<file path="config.mk">
export PLATFORM = sky130hd
export DESIGN_NAME = arb_top
export DESIGN_NICKNAME = d
export VERILOG_FILES = /design/src/rtl/arb_top.sv
export SDC_FILE = /design/constraint.sdc
export NUM_CORES = 1
export LEC_CHECK = 0
export BUFFER_PORTS_ARGS = -buffer_cell sky130_fd_sc_hd__buf_4
export CAP_MARGIN = 30
export CORE_ASPECT_RATIO = 1.25
export CORE_MARGIN = 4
export CORE_UTILIZATION = 55
export CTS_BUF_LIST = sky130_fd_sc_hd__clkbuf_8
export CTS_CLUSTER_SIZE = 28
export DETAILED_ROUTE_END_ITERATION = 16
export PLACE_DENSITY = 0.77
export SKIP_CTS_REPAIR_TIMING = 1
export SLEW_MARGIN = 25
export SYNTH_ARGS = -nofsm -noshare
export SYNTH_HDL_FRONTEND = slang
export SYNTH_SLANG_ARGS = --single-unit
</file>
<file path="constraint.sdc">
create_clock -name CLK -period 2.4 [get_ports CLK]
set_input_delay 0.48 -clock CLK [delete_from_list [all_inputs] [get_ports CLK]]
set_output_delay 0.48 -clock CLK [all_outputs]
set_load 0.005 [all_outputs]
</file>
<file path="src/rtl/arb_top.sv">
// Three-source arbiter: buffered A/B streams plus an unbuffered priority C stream into one registered sink port.
// Build option ARB_OUT_HOLD_EN: output word holds its last transferred value while valid is low (otherwise it reads 0).

module arb_fifo #(
  parameter int WIDTH = 8,
  parameter int DEPTH = 8
) (
  input  logic             clk,
  input  logic             rst_n,
  input  logic             push_i,
  input  logic [WIDTH-1:0] data_i,
  input  logic             pop_i,
  output logic             full_o,
  output logic             empty_o,
  output logic [WIDTH-1:0] head_o
);

  localparam int AW = $clog2(DEPTH);

  logic [AW:0]      wr_ptr_q, wr_ptr_d;
  logic [AW:0]      rd_ptr_q, rd_ptr_d;
  logic [WIDTH-1:0] mem_q [DEPTH];
  logic             do_push;
  logic             do_pop;

  // Extra MSB on each pointer tells a full FIFO apart from an empty one.
  assign full_o  = (wr_ptr_q[AW] != rd_ptr_q[AW]) && (wr_ptr_q[AW-1:0] == rd_ptr_q[AW-1:0]);
  assign empty_o = (wr_ptr_q == rd_ptr_q);
  assign head_o  = mem_q[rd_ptr_q[AW-1:0]];

  // Full is the pre-edge value, so a push into a full FIFO is dropped even when it pops this edge.
  assign do_push = push_i && !full_o;
  assign do_pop  = pop_i && !empty_o;

  always_comb begin
    wr_ptr_d = wr_ptr_q + {{AW{1'b0}}, do_push};
    rd_ptr_d = rd_ptr_q + {{AW{1'b0}}, do_pop};
  end

  always_ff @(posedge clk or negedge rst_n) begin
    if (!rst_n) begin
      wr_ptr_q <= '0;
      rd_ptr_q <= '0;
    end else begin
      wr_ptr_q <= wr_ptr_d;
      rd_ptr_q <= rd_ptr_d;
    end
  end

  always_ff @(posedge clk) begin
    if (do_push) begin
      mem_q[wr_ptr_q[AW-1:0]] <= data_i;
    end
  end

endmodule

module arb_top #(
  parameter int WIDTH      = 8,
  parameter int FIFO_DEPTH = 8
) (
  input  logic             CLK,
  input  logic             ASynReset_N,
  input  logic             i_DataValid_A,
  input  logic [WIDTH-1:0] i_DataIn_A,
  input  logic             i_DataValid_B,
  input  logic [WIDTH-1:0] i_DataIn_B,
  input  logic             i_DataValid_C,
  input  logic [WIDTH-1:0] i_DataIn_C,
  input  logic             i_DataGrant_D,
  output logic             o_DataValid_D,
  output logic [WIDTH-1:0] o_DataOut_D,
  output logic             o_DataGrant_A,
  output logic             o_DataGrant_B,
  output logic             o_DataGrant_C
);

  typedef enum logic {
    RR_A = 1'b0,
    RR_B = 1'b1
  } rr_e;

  rr_e              rr_q, rr_d;
  logic             valid_q, valid_d;
  logic [WIDTH-1:0] data_q, data_d;

  logic             full_a, empty_a, full_b, empty_b;
  logic [WIDTH-1:0] head_a, head_b;
  logic             sel_a, sel_b, sel_c;

  arb_fifo #(
    .WIDTH (WIDTH),
    .DEPTH (FIFO_DEPTH)
  ) u_fifo_a (
    .clk     (CLK),
    .rst_n   (ASynReset_N),
    .push_i  (i_DataValid_A),
    .data_i  (i_DataIn_A),
    .pop_i   (sel_a),
    .full_o  (full_a),
    .empty_o (empty_a),
    .head_o  (head_a)
  );

  arb_fifo #(
    .WIDTH (WIDTH),
    .DEPTH (FIFO_DEPTH)
  ) u_fifo_b (
    .clk     (CLK),
    .rst_n   (ASynReset_N),
    .push_i  (i_DataValid_B),
    .data_i  (i_DataIn_B),
    .pop_i   (sel_b),
    .full_o  (full_b),
    .empty_o (empty_b),
    .head_o  (head_b)
  );

  assign o_DataGrant_A = !full_a;
  assign o_DataGrant_B = !full_b;
  assign o_DataGrant_C = i_DataGrant_D;

  // C always wins and leaves the pointer alone; a lone non-empty FIFO hands the turn to the other one.
  always_comb begin
    sel_a = 1'b0;
    sel_b = 1'b0;
    sel_c = 1'b0;
    rr_d  = rr_q;
    if (i_DataGrant_D) begin
      if (i_DataValid_C) begin
        sel_c = 1'b1;
      end else if (!empty_a && empty_b) begin
        sel_a = 1'b1;
        rr_d  = RR_B;
      end else if (empty_a && !empty_b) begin
        sel_b = 1'b1;
        rr_d  = RR_A;
      end else if (!empty_a && !empty_b) begin
        if (rr_q == RR_A) begin
          sel_a = 1'b1;
          rr_d  = RR_B;
        end else begin
          sel_b = 1'b1;
          rr_d  = RR_A;
        end
      end
    end
  end

  always_comb begin
    valid_d = sel_a || sel_b || sel_c;
`ifdef ARB_OUT_HOLD_EN
    data_d  = data_q;
`else
    data_d  = '0;
`endif
    if (sel_c) begin
      data_d = i_DataIn_C;
    end else if (sel_a) begin
      data_d = head_a;
    end else if (sel_b) begin
      data_d = head_b;
    end
  end

  always_ff @(posedge CLK or negedge ASynReset_N) begin
    if (!ASynReset_N) begin
      rr_q    <= RR_A;
      valid_q <= 1'b0;
      data_q  <= '0;
    end else begin
      rr_q    <= rr_d;
      valid_q <= valid_d;
      data_q  <= data_d;
    end
  end

  assign o_DataValid_D = valid_q;
  assign o_DataOut_D   = data_q;

endmodule

</file>
-- After elaboration in Yosys (flattened, before gate mapping)
Memories as Yosys holds them, arrays and structs flattened.
Index checks and enable logic that the tools add are counted.
- logic and storage cells: 61
- memories: 2
- bits in read-only memories: 0
- latch bits: 0
- input bits: 30
- output and inout port bits: 12
- bits in registers: 26
- RAM bits: 128
- add/subtract/negate cells: 4
- order comparisons: 0
- multipliers: 0
- reduce and logical (&&, ||, !) cells: 17
- bitwise logic cells: 1
- muxes and demuxes: 24
- equality and inequality tests: 6
- div/mod/pow operators: 0
- shift operators: 0
- memory list (memory ; depth ; bits a word ; rd ports ; clocked after Yosys merged registers in ; wr ports ; RTL line ; source):
    u_fifo_a.mem_q ; 8 ; 8 ; 1 ; 0 ; 1 ; 22 ; logic [WIDTH-1:0] mem_q [DEPTH];
    u_fifo_b.mem_q ; 8 ; 8 ; 1 ; 0 ; 1 ; 22 ;
- operators by type and width (operator ; number):
    two-way mux 8 bit ; 3
    two-way mux 1 bit ; 21
    adder 4 x 1 -> 4 bit ; 4
    logical AND 1 bit ; 9
    equality test 4 bit ; 2
    equality test 3 bit ; 2
    logical NOT 1 bit ; 4
    AND reduction 3 bit ; 1
    nonzero test 3 bit ; 1
    logical OR 1 bit ; 2
    inequality test 1 bit ; 2
    NOT 1 bit ; 1

-- Depth between registers and ports, before layout
Gate-level depths: netlist of the first run.
- depth in word-level cells: 11
- gate-level depth with buffers: 8
- mapped depth without buffers: 6

-- Modules after synthesis
A second synthesis of the first run with hierarchy kept.
- cells, all modules: 312
- area total of the unflattened synthesis: 6374.9 um^2
- by module, submodules not included (module ; area each (um^2) ; times used ; cells an instance ; seq. area each (um^2)):
    arb_fifo at u_fifo_b ; 2945.3 ; 1 ; 137 ; 2122.0
    arb_fifo at u_fifo_a ; 2944.1 ; 1 ; 137 ; 2122.0
    arb_top ; 485.5 ; 1 ; 38 ; 250.2

-- Worst setup path before layout of the first run
Ideal clock, no wire load.
- path kind: register -> register
- start: register u_fifo_a.wr_ptr_q[1]
- end: memory u_fifo_a.mem_q[0][0] (enable)
- required time: 2017 ps
- slack: 282 ps
- data arrival time: 1734 ps
- path buffers: 1
- library setup time: 383 ps
- clock period less this slack: 2118 ps
- stages on the path, launching flop included: 6
- cells stage by stage: dfrtp_1 > clkbuf_1 > xor2_1 > o41a_1 > nand2b_1 > nor3_1
- longest elaborated chain between the ends: 6
- ends and longest elaborated chain (what ; RTL line ; source):
    start: declaration ; 20 ; logic [AW:0] wr_ptr_q, wr_ptr_d;
    start signal: assignment ; 45 ; wr_ptr_q <= wr_ptr_d;
    equality test 3 bit ; 27 ; assign full_o = (wr_ptr_q[AW] != rd_ptr_q[AW]) && (wr_ptr_q[AW-1:0] == rd_ptr_q[AW-1:0]);
    logical AND 1 bit ; 27 ;
    logical NOT 1 bit ; 32 ; assign do_push = push_i && !full_o;
    logical AND 1 bit ; 32 ;
    two-way mux 1 bit ; 51 ; if (do_push) begin
    two-way mux 1 bit (implied by the code) ; 52 ; mem_q[wr_ptr_q[AW-1:0]] <= data_i;
    end: declaration ; 22 ;
Parallel ways exist; a longest one is shown, timed or not.

-- Final worst setup path of the first run
- start: register u_fifo_b.rd_ptr_q[2]
- end: output port o_DataGrant_B
- longest elaborated chain between the ends: 3
- ends and longest elaborated chain (what ; RTL line ; source):
    start: declaration ; 21 ; logic [AW:0] rd_ptr_q, rd_ptr_d;
    start signal: assignment ; 46 ; rd_ptr_q <= rd_ptr_d;
    equality test 3 bit ; 27 ;
    logical AND 1 bit ; 27 ;
    logical NOT 1 bit ; 120 ; assign o_DataGrant_B = !full_b;
    end: declaration ; 74 ; output logic o_DataGrant_B,
Every way passes these cells.

==> results of run 1 <==
[through the flow]
| stage | utilization [%] | cells | power (mW) |
|---|---|---|---|
| 3_5_place_dp | 60.65 | 490 | 6.431 |
| 6_report | 63.93 | 523 | 8.052 |
| 4_1_cts | 63.84 | 522 | 8.129 |
| 5_1_grt | 63.93 | 523 | 8.485 |
| 2_1_floorplan | - | 310 | 5.612 |
| 3_3_place_gp | 60.65 | 490 | 6.362 |
[critical path, cell delays in order, from the launching register on]
cell and delay, ns:
sky130_fd_sc_hd__dfrtp_1 0.40, sky130_fd_sc_hd__xor2_1 0.21, sky130_fd_sc_hd__or4_1 0.56, sky130_fd_sc_hd__buf_4 0.15
[synth_stat cells, types with 5 or more instances]
master,instances
sky130_fd_sc_hd__edfxtp_1,128
sky130_fd_sc_hd__dfrtp_1,26
sky130_fd_sc_hd__mux4_2,23
sky130_fd_sc_hd__nor2_1,14
sky130_fd_sc_hd__nor3_1,12
sky130_fd_sc_hd__xor2_1,12
sky130_fd_sc_hd__mux4_1,9
sky130_fd_sc_hd__xnor2_1,9
sky130_fd_sc_hd__a221o_1,8
sky130_fd_sc_hd__ha_1,8
sky130_fd_sc_hd__mux2_2,8
sky130_fd_sc_hd__mux2i_1,8
sky130_fd_sc_hd__buf_2,6
sky130_fd_sc_hd__nand2_1,6
sky130_fd_sc_hd__nand2b_1,6
sky130_fd_sc_hd__nand3_1,5
[routing by layer]
| layer | part of all wire (%) | up-vias | GRT usage (%) |
|---|---|---|---|
| li1 | - | 1389 | - |
| met1 | 39 | 1587 | 24.32 |
| met2 | 54 | 82 | 31.02 |
| met3 | 5.2 | 13 | 4.730 |
| met4 | 1.4 | 0 | 7.012 |
| met5 | 0 | - | 0 |
[sequential cells by signal (all words and copies together), names as in the netlist]
name	flops
u_fifo_a.mem_q	64
u_fifo_b.mem_q	64
o_DataOut_D	8
u_fifo_a.rd_ptr_q	4
u_fifo_a.wr_ptr_q	4
u_fifo_b.rd_ptr_q	4
u_fifo_b.wr_ptr_q	4
o_DataValid_D	1
rr_q	1
[report_power, final]
group | total (mW) | leakage (nW) | internal, mW | switching [mW]
logic | 2.69 | 0.878 | 1.28 | 1.41
clock network | 1.71 | 0.193 | 0.847 | 0.859
registers | 3.66 | 1.48 | 3.46 | 0.200
total | 8.05 | 2.55 | 5.59 | 2.47
[area by class of cell]
| type | instances | area share (%) |
|---|---|---|
| flip-flops and latches | 154 | 63.43 |
| multi-input cells | 139 | 22.48 |
| repair buffers | 63 | 6.710 |
| clock buffers | 19 | 3.691 |
| well taps | 135 | 2.384 |
| clock inverters | 13 | 1.307 |
[cells by family after synthesis]
kind of cell | synth area share, %
AO/OA/AOI/OAI | 2.583
XOR/XNOR | 2.966
adder cells (fa/ha/maj) | 1.614
buffers and inverters | 1.836
flip-flops | 72.48
multiplexers | 14.91
AND/OR/NAND/NOR | 3.612
[worst paths after layout]
| kind | startpoint | end | slack, ns |
|---|---|---|---|
| setup reg to reg | u_fifo_a.rd_ptr_q[3] | u_fifo_a.mem_q[0][4] | 0.26 |
| hold reg to reg | u_fifo_b.rd_ptr_q[3] | u_fifo_b.rd_ptr_q[3] | 0.53 |
| setup / recovery | u_fifo_b.rd_ptr_q[2] | o_DataGrant_B | 0.18 |
| min in group asynchronous | ASynReset_N | o_DataOut_D[1] | 0.49 |
| hold / removal | i_DataIn_A[0] | u_fifo_a.mem_q[3][0] | 0.28 |
| max in group asynchronous | ASynReset_N | rr_q | 1.64 |
==> insert_results.sql, run 1 <==
INSERT INTO impl_metrics (metric_group, metric, value, unit) VALUES
('final_layout', 'multi_input_combinational_cell_area', '0.001593', 'sq mm'),
('final_layout', 'syn_to_final_growth', '14.27', '%'),
('die', 'design.die.area', '0.01305', 'sq mm'),
('die', 'die_y', '126.7', 'um'),
('placed_design', 'post-place-ws', '0.2454', 'ns'),
('sta', 'worstMarginPinSlew', '0.8593', 'ns'),
('logic_synthesis', 'synth_top_cells_by_area', 'sky130_fd_sc_hd__edfxtp_1 (62%), sky130_fd_sc_hd__dfrtp_1 (10%), sky130_fd_sc_hd__mux4_2 (8.4%)', ''),
('logic_synthesis', 'synthDominantCellAreaShare', '61.99', '%'),
('placed_design', 'place_area', '0.006721', 'sq mm'),
('critical_path', 'worstSetupEndpointType', 'output port', ''),
('placed_design', 'dp_hpwl', '7600', 'um'),
('clocking', 'max-clock-path-buffers', '2', ''),
('final_layout', 'stdcell_area', '0.007086', 'sq mm'),
('sta', 'normalized_max_slew_margin', '42.50', '%'),
('logic_synthesis', 'yosys_register_bits', '154', ''),
('drt', 'drt_pass1_iterations', '4', ''),
('drt', 'post-route-drc-count', '0', ''),
('drt', 'via_density_per_instance', '5.872', ''),
('logic_synthesis', 'synthesis.area_per_instance', '20.00', 'sq um'),
('drt', 'first_iter_violations', '125', ''),
('power', 'cellLeakagePower', '2.552', 'nW'),
('clocking', 'clock_transition_at_the_registers_of_the_reported_paths', '0.07', 'ns'),
('logic_synthesis', 'synthesis.nets', '348', ''),
('die', 'initial_core_util', '55.95', '%'),
('final_layout', 'layout.area.seq', '0.004494', 'sq mm'),
('logic_synthesis', 'post-synth-top-area-cell', 'sky130_fd_sc_hd__edfxtp_1', ''),
('clocking', 'cts-root-buf', 'sky130_fd_sc_hd__clkbuf_8', ''),
('sta', 'rsz0062_at_grt', 'false', ''),
('clocking', 'clock_sink_count', '154', ''),
('logic_synthesis', 'synth-edff-count', '128', ''),
('clocking', 'cts_tree', 'yes', ''),
('global_route', 'grt_pass1_vias', '3252', ''),
('global_route', 'grt_start_max_net_pins', '27', ''),
('critical_path', 'r2r.worst_path.cells', '5', ''),
('sta', 'skew', '0.01361', 'ns'),
('logic_synthesis', 'yosys.cell_types.count', '29', ''),
('clocking', 'clk-insertion-delay-late', '0.44', 'ns'),
('final_layout', 'mostFrequentLayoutCell', 'sky130_fd_sc_hd__edfxtp_1', ''),
('die', 'die_width', '103.0', 'um'),
('logic_synthesis', 'yosysWarnings', '0', ''),
('clocking', 'cts_buffer_count', '17', ''),
('sta', 'finalHoldWorstSlack', '0.2763', 'ns'),
('sta', 'timing.final.crit_period', '2.224', 'ns'),
('drt', 'detail_route.wirelength', '11320', 'um'),
('global_route', 'gr-total-overflow', '0', ''),
('power', 'power-per-cell-area', '1136', 'mW/mm^2'),
('min_path', 'worst_hold_path_type', 'in -> reg', ''),
('critical_path', 'worst_ep_required_time', '1.92', 'ns'),
('global_route', 'antenna_found_initial', '0', ''),
('logic_synthesis', 'synth_area', '0.006201', 'sq mm'),
('logic_synthesis', 'ys.flop_type', 'sky130_fd_sc_hd__edfxtp_1', ''),
('placed_design', 'gp_congestion', '0.8042', ''),
('sta', 'final_hold_viol_count', '0', ''),
('sta', 'finalMaxSlewViolations', '0', ''),
('die', 'io-pin-count', '42', ''),
('critical_path', 'critPathKind', 'reg -> out', ''),
('critical_path', 'critPathArrivalTime', '1.74', 'ns'),
('sta', 'fin_crit_sh', '92.68', '%'),
('logic_synthesis', 'synth_seq_area_share', '72.48', '%'),
('job', 'max_cap_violations', '0', ''),
('global_route', 'first_pass_grt_wire_length', '17740', 'um'),
('sta', 'setup_ws', '0.1758', 'ns'),
('min_path', 'min_delay_path_depth', '1', ''),
('logic_synthesis', 'postSynthCellCount', '310', ''),
('final_layout', 'antenna-diode-count', '0', ''),
('sta', 'achievable-frequency', '0.4496', 'GHz'),
('final_layout', 'fillerInstances', '736', ''),
('clocking', 'cts-htree-levels', '4', ''),
('drt', 'routedWlPerCell', '21.64', 'um'),
('outcome', 'run_status', 'finished, final reports clean', ''),
('critical_path', 'startpoint_types', 'register', '');
Note: power is estimated with default switching activity, not from simulation.
==> run 2, diff against run 1 <==
==> constraint.sdc (replaced) <==
create_clock -name CLK -period 2.3 [get_ports CLK]
set_input_delay 0.46 -clock CLK [delete_from_list [all_inputs] [get_ports CLK]]
set_output_delay 0.46 -clock CLK [all_outputs]
set_load 0.005 [all_outputs]
==> insert_results.sql, run 2 (synthesis gave the netlist of run 1 again) <==
INSERT INTO impl_metrics (metric_group, metric, value, unit) VALUES
('outcome', 'run_status', 'finished, final reports clean', ''),
('drt', 'via_density_per_instance', '5.858', ''),
('sta', 'finalMaxSlewViolations', '0', ''),
('sta', 'fin_crit_sh', '97.64', '%'),
('global_route', 'first_pass_grt_wire_length', '17880', 'um'),
('global_route', 'groute.usage.overall', '19.10', '%'),
('die', 'io-pin-count', '42', ''),
('critical_path', 'regToRegSetupSlack', '0.09', 'ns'),
('drt', 'drt_pass1_iterations', '4', ''),
('global_route', 'grt_start_max_net_pins', '27', ''),
('critical_path', 'startpoint_types', 'register', ''),
('final_layout', 'layout.area.seq', '0.004494', 'sq mm'),
('critical_path', 'critPathArrivalTime', '1.79', 'ns'),
('job', 'max_cap_violations', '0', ''),
('sta', 'finalSetupViolations', '0', ''),
('clocking', 'clock_transition_at_the_registers_of_the_reported_paths', '0.07', 'ns'),
('critical_path', 'critPathLaunch', 'u_fifo_b.wr_ptr_q[1]', ''),
('clocking', 'cts-htree-levels', '4', ''),
('sta', 'timing.final.crit_period', '2.246', 'ns'),
('critical_path', 'critical_path.cell_chain', 'xor2_1 > buf_4 > or4_4 > buf_6', ''),
('power', 'worst_ir_drop_vdd', '0.7015', 'mV'),
('sta', 'worstMarginPinSlew', '0.9417', 'ns'),
('critical_path', 'rr_endpoint', 'u_fifo_b.mem_q[5][2]', ''),
('final_layout', 'final_util', '64.71', '%'),
('final_layout', 'drive_above_1_share', '31.78', '%'),
('final_layout', 'mostFrequentLayoutCell', 'sky130_fd_sc_hd__edfxtp_1', ''),
('clocking', 'clock_sink_count', '154', ''),
('critical_path', 'slowest_stage', 'sky130_fd_sc_hd__or4_4', ''),
('placed_design', 'dp_hpwl', '7704', 'um'),
('sta', 'setup_ws', '0.05417', 'ns'),
('sta', 'achievable-frequency', '0.4453', 'GHz'),
('drt', 'ant_nets', '0', ''),
('sta', 'rsz0062_at_grt', 'true', ''),
('critical_path', 'critPathKind', 'reg -> out', ''),
('final_layout', 'fillerInstances', '718', ''),
('placed_design', 'post-place-ws', '0.1590', 'ns'),
('drt', 'post-route-drc-count', '0', ''),
('critical_path', 'worst_ep_required_time', '1.84', 'ns'),
('sta', 'normalized_max_slew_margin', '36.99', '%'),
('critical_path', 'worstPathMaxFanout', '2', ''),
('min_path', 'worst_hold_startpoint', 'i_DataIn_A[0]', ''),
('final_layout', 'syn_to_final_growth', '15.66', '%'),
('drt', 'detailroute.via_count', '3058', ''),
('die', 'die_y', '126.7', 'um'),
('global_route', 'gr-total-overflow', '0', ''),
('die', 'initial_core_util', '55.95', '%'),
('critical_path', 'timing.critical_path.buf_inv', '2', ''),
('clocking', 'cts-root-buf', 'sky130_fd_sc_hd__clkbuf_8', ''),
('drt', 'detail_route.wirelength', '11560', 'um'),
('placed_design', 'buffer_ports.inserted', '41', ''),
('sta', 'final_hold_viol_count', '0', ''),
('final_layout', 'antenna-diode-count', '0', ''),
('clocking', 'max-clock-path-buffers', '2', ''),
('placed_design', 'gp_congestion', '0.7901', ''),
('drt', 'routedWlPerCell', '22.14', 'um'),
('clocking', 'cts_tree', 'yes', ''),
('power', 'cellLeakagePower', '2.597', 'nW'),
('power', 'design_power_total', '8.904', 'mW'),
('global_route', 'grt_pass1_vias', '3223', ''),
('clocking', 'clk-insertion-delay-late', '0.44', 'ns'),
('die', 'std_cell_rows', '43', ''),
('min_path', 'worst_hold_path_type', 'in -> reg', ''),
('critical_path', 'critical_path.endpoint', 'o_DataGrant_B', ''),
('clocking', 'cts_buffer_count', '17', ''),
('final_layout', 'final_nets', '412', ''),
('final_layout', 'multi_input_combinational_cell_area', '0.001607', 'sq mm'),
('drt', 'first_iter_violations', '153', ''),
('global_route', 'antenna_found_initial', '0', ''),
('power', 'power-per-cell-area', '1242', 'mW/mm^2'),
('die', 'fp.coreArea', '0.01108', 'sq mm'),
('critical_path', 'critical-path-max-stage-delay', '0.51', 'ns'),
('critical_path', 'worstSetupEndpointType', 'output port', ''),
('critical_path', 'worst_r2r_src', 'u_fifo_b.wr_ptr_q[2]', ''),
('critical_path', 'cp_num_cells', '4', ''),
('critical_path', 'r2r.worst_path.cells', '4', ''),
('sta', 'skew', '0.01033', 'ns'),
('final_layout', 'leading_cell_types_in_the_layout_fill_and_taps_excluded', 'sky130_fd_sc_hd__edfxtp_1 (128), sky130_fd_sc_hd__buf_4 (60), sky130_fd_sc_hd__dfrtp_1 (26)', ''),
('critical_path', 'family_of_cells_with_the_greatest_summed_delay_on_the_critical_path', 'simple AND/OR/NAND/NOR gates', ''),
('die', 'design.die.area', '0.01305', 'sq mm'),
('die', 'die_width', '103.0', 'um');
[run 2: changes by cell type in the layout (fill, tap and decap cells not counted), moves of 2 or more]
cell / before / now
sky130_fd_sc_hd__clkinvlp_4: 3 / 0
sky130_fd_sc_hd__bufinv_16: 1 / 5
sky130_fd_sc_hd__buf_4: 62 / 60
sky130_fd_sc_hd__clkinv_2: 1 / 3
sky130_fd_sc_hd__clkbuf_8: 19 / 17
[run 2: metrics by stage]
| stage | std cells | hold WS, ns | TNS [ns] | cell area, sq um |
|---|---|---|---|---|
| 6_report | 522 | 0.2483 | 0 | 7172 |
| 5_1_grt | 522 | 0.2249 | -0.002259 | 7172 |
| 4_1_cts | 521 | -0.09321 | -0.03047 | 7144 |
| 3_5_place_dp | 489 | 0.3872 | 0 | 6714 |
| 3_3_place_gp | 489 | 0.3880 | 0 | 6714 |
| 2_1_floorplan | 310 | 0.1644 | 0 | 6201 |
[run 2: cell type report]
class / instances / area share, %
flip-flops and latches: 154 / 62.67
multi-input cells: 139 / 22.40
repair buffers: 62 / 6.577
clock buffers: 17 / 3.262
clock inverters: 15 / 2.739
well taps: 135 / 2.355
[run 2: worst min path at each step]
stage                                      end  slack (ns)  cells after the start
after CTS                 u_fifo_b.wr_ptr_q[2]       -0.09                      1
final                     u_fifo_a.mem_q[5][0]        0.25                      1
after detailed placement        o_DataOut_D[7]        0.39                      1
after global routing            o_DataOut_D[0]        0.22                      2
after floorplan                 o_DataOut_D[0]        0.16                      0
after global placement          o_DataOut_D[7]        0.39                      1
[run 2: per-layer routing]
metal	track usage, %	part of all wire [%]
met1	24.66	41
met2	31.47	54
met3	4.565	4.0
met4	7.088	1.3
met5	0	0
[run 2: power by group]
group	total, mW	internal, mW	switching [mW]	leakage [nW]
registers	3.83	3.61	0.221	1.48
clock network	2.18	1.26	0.916	0.241
logic	2.90	1.40	1.50	0.876
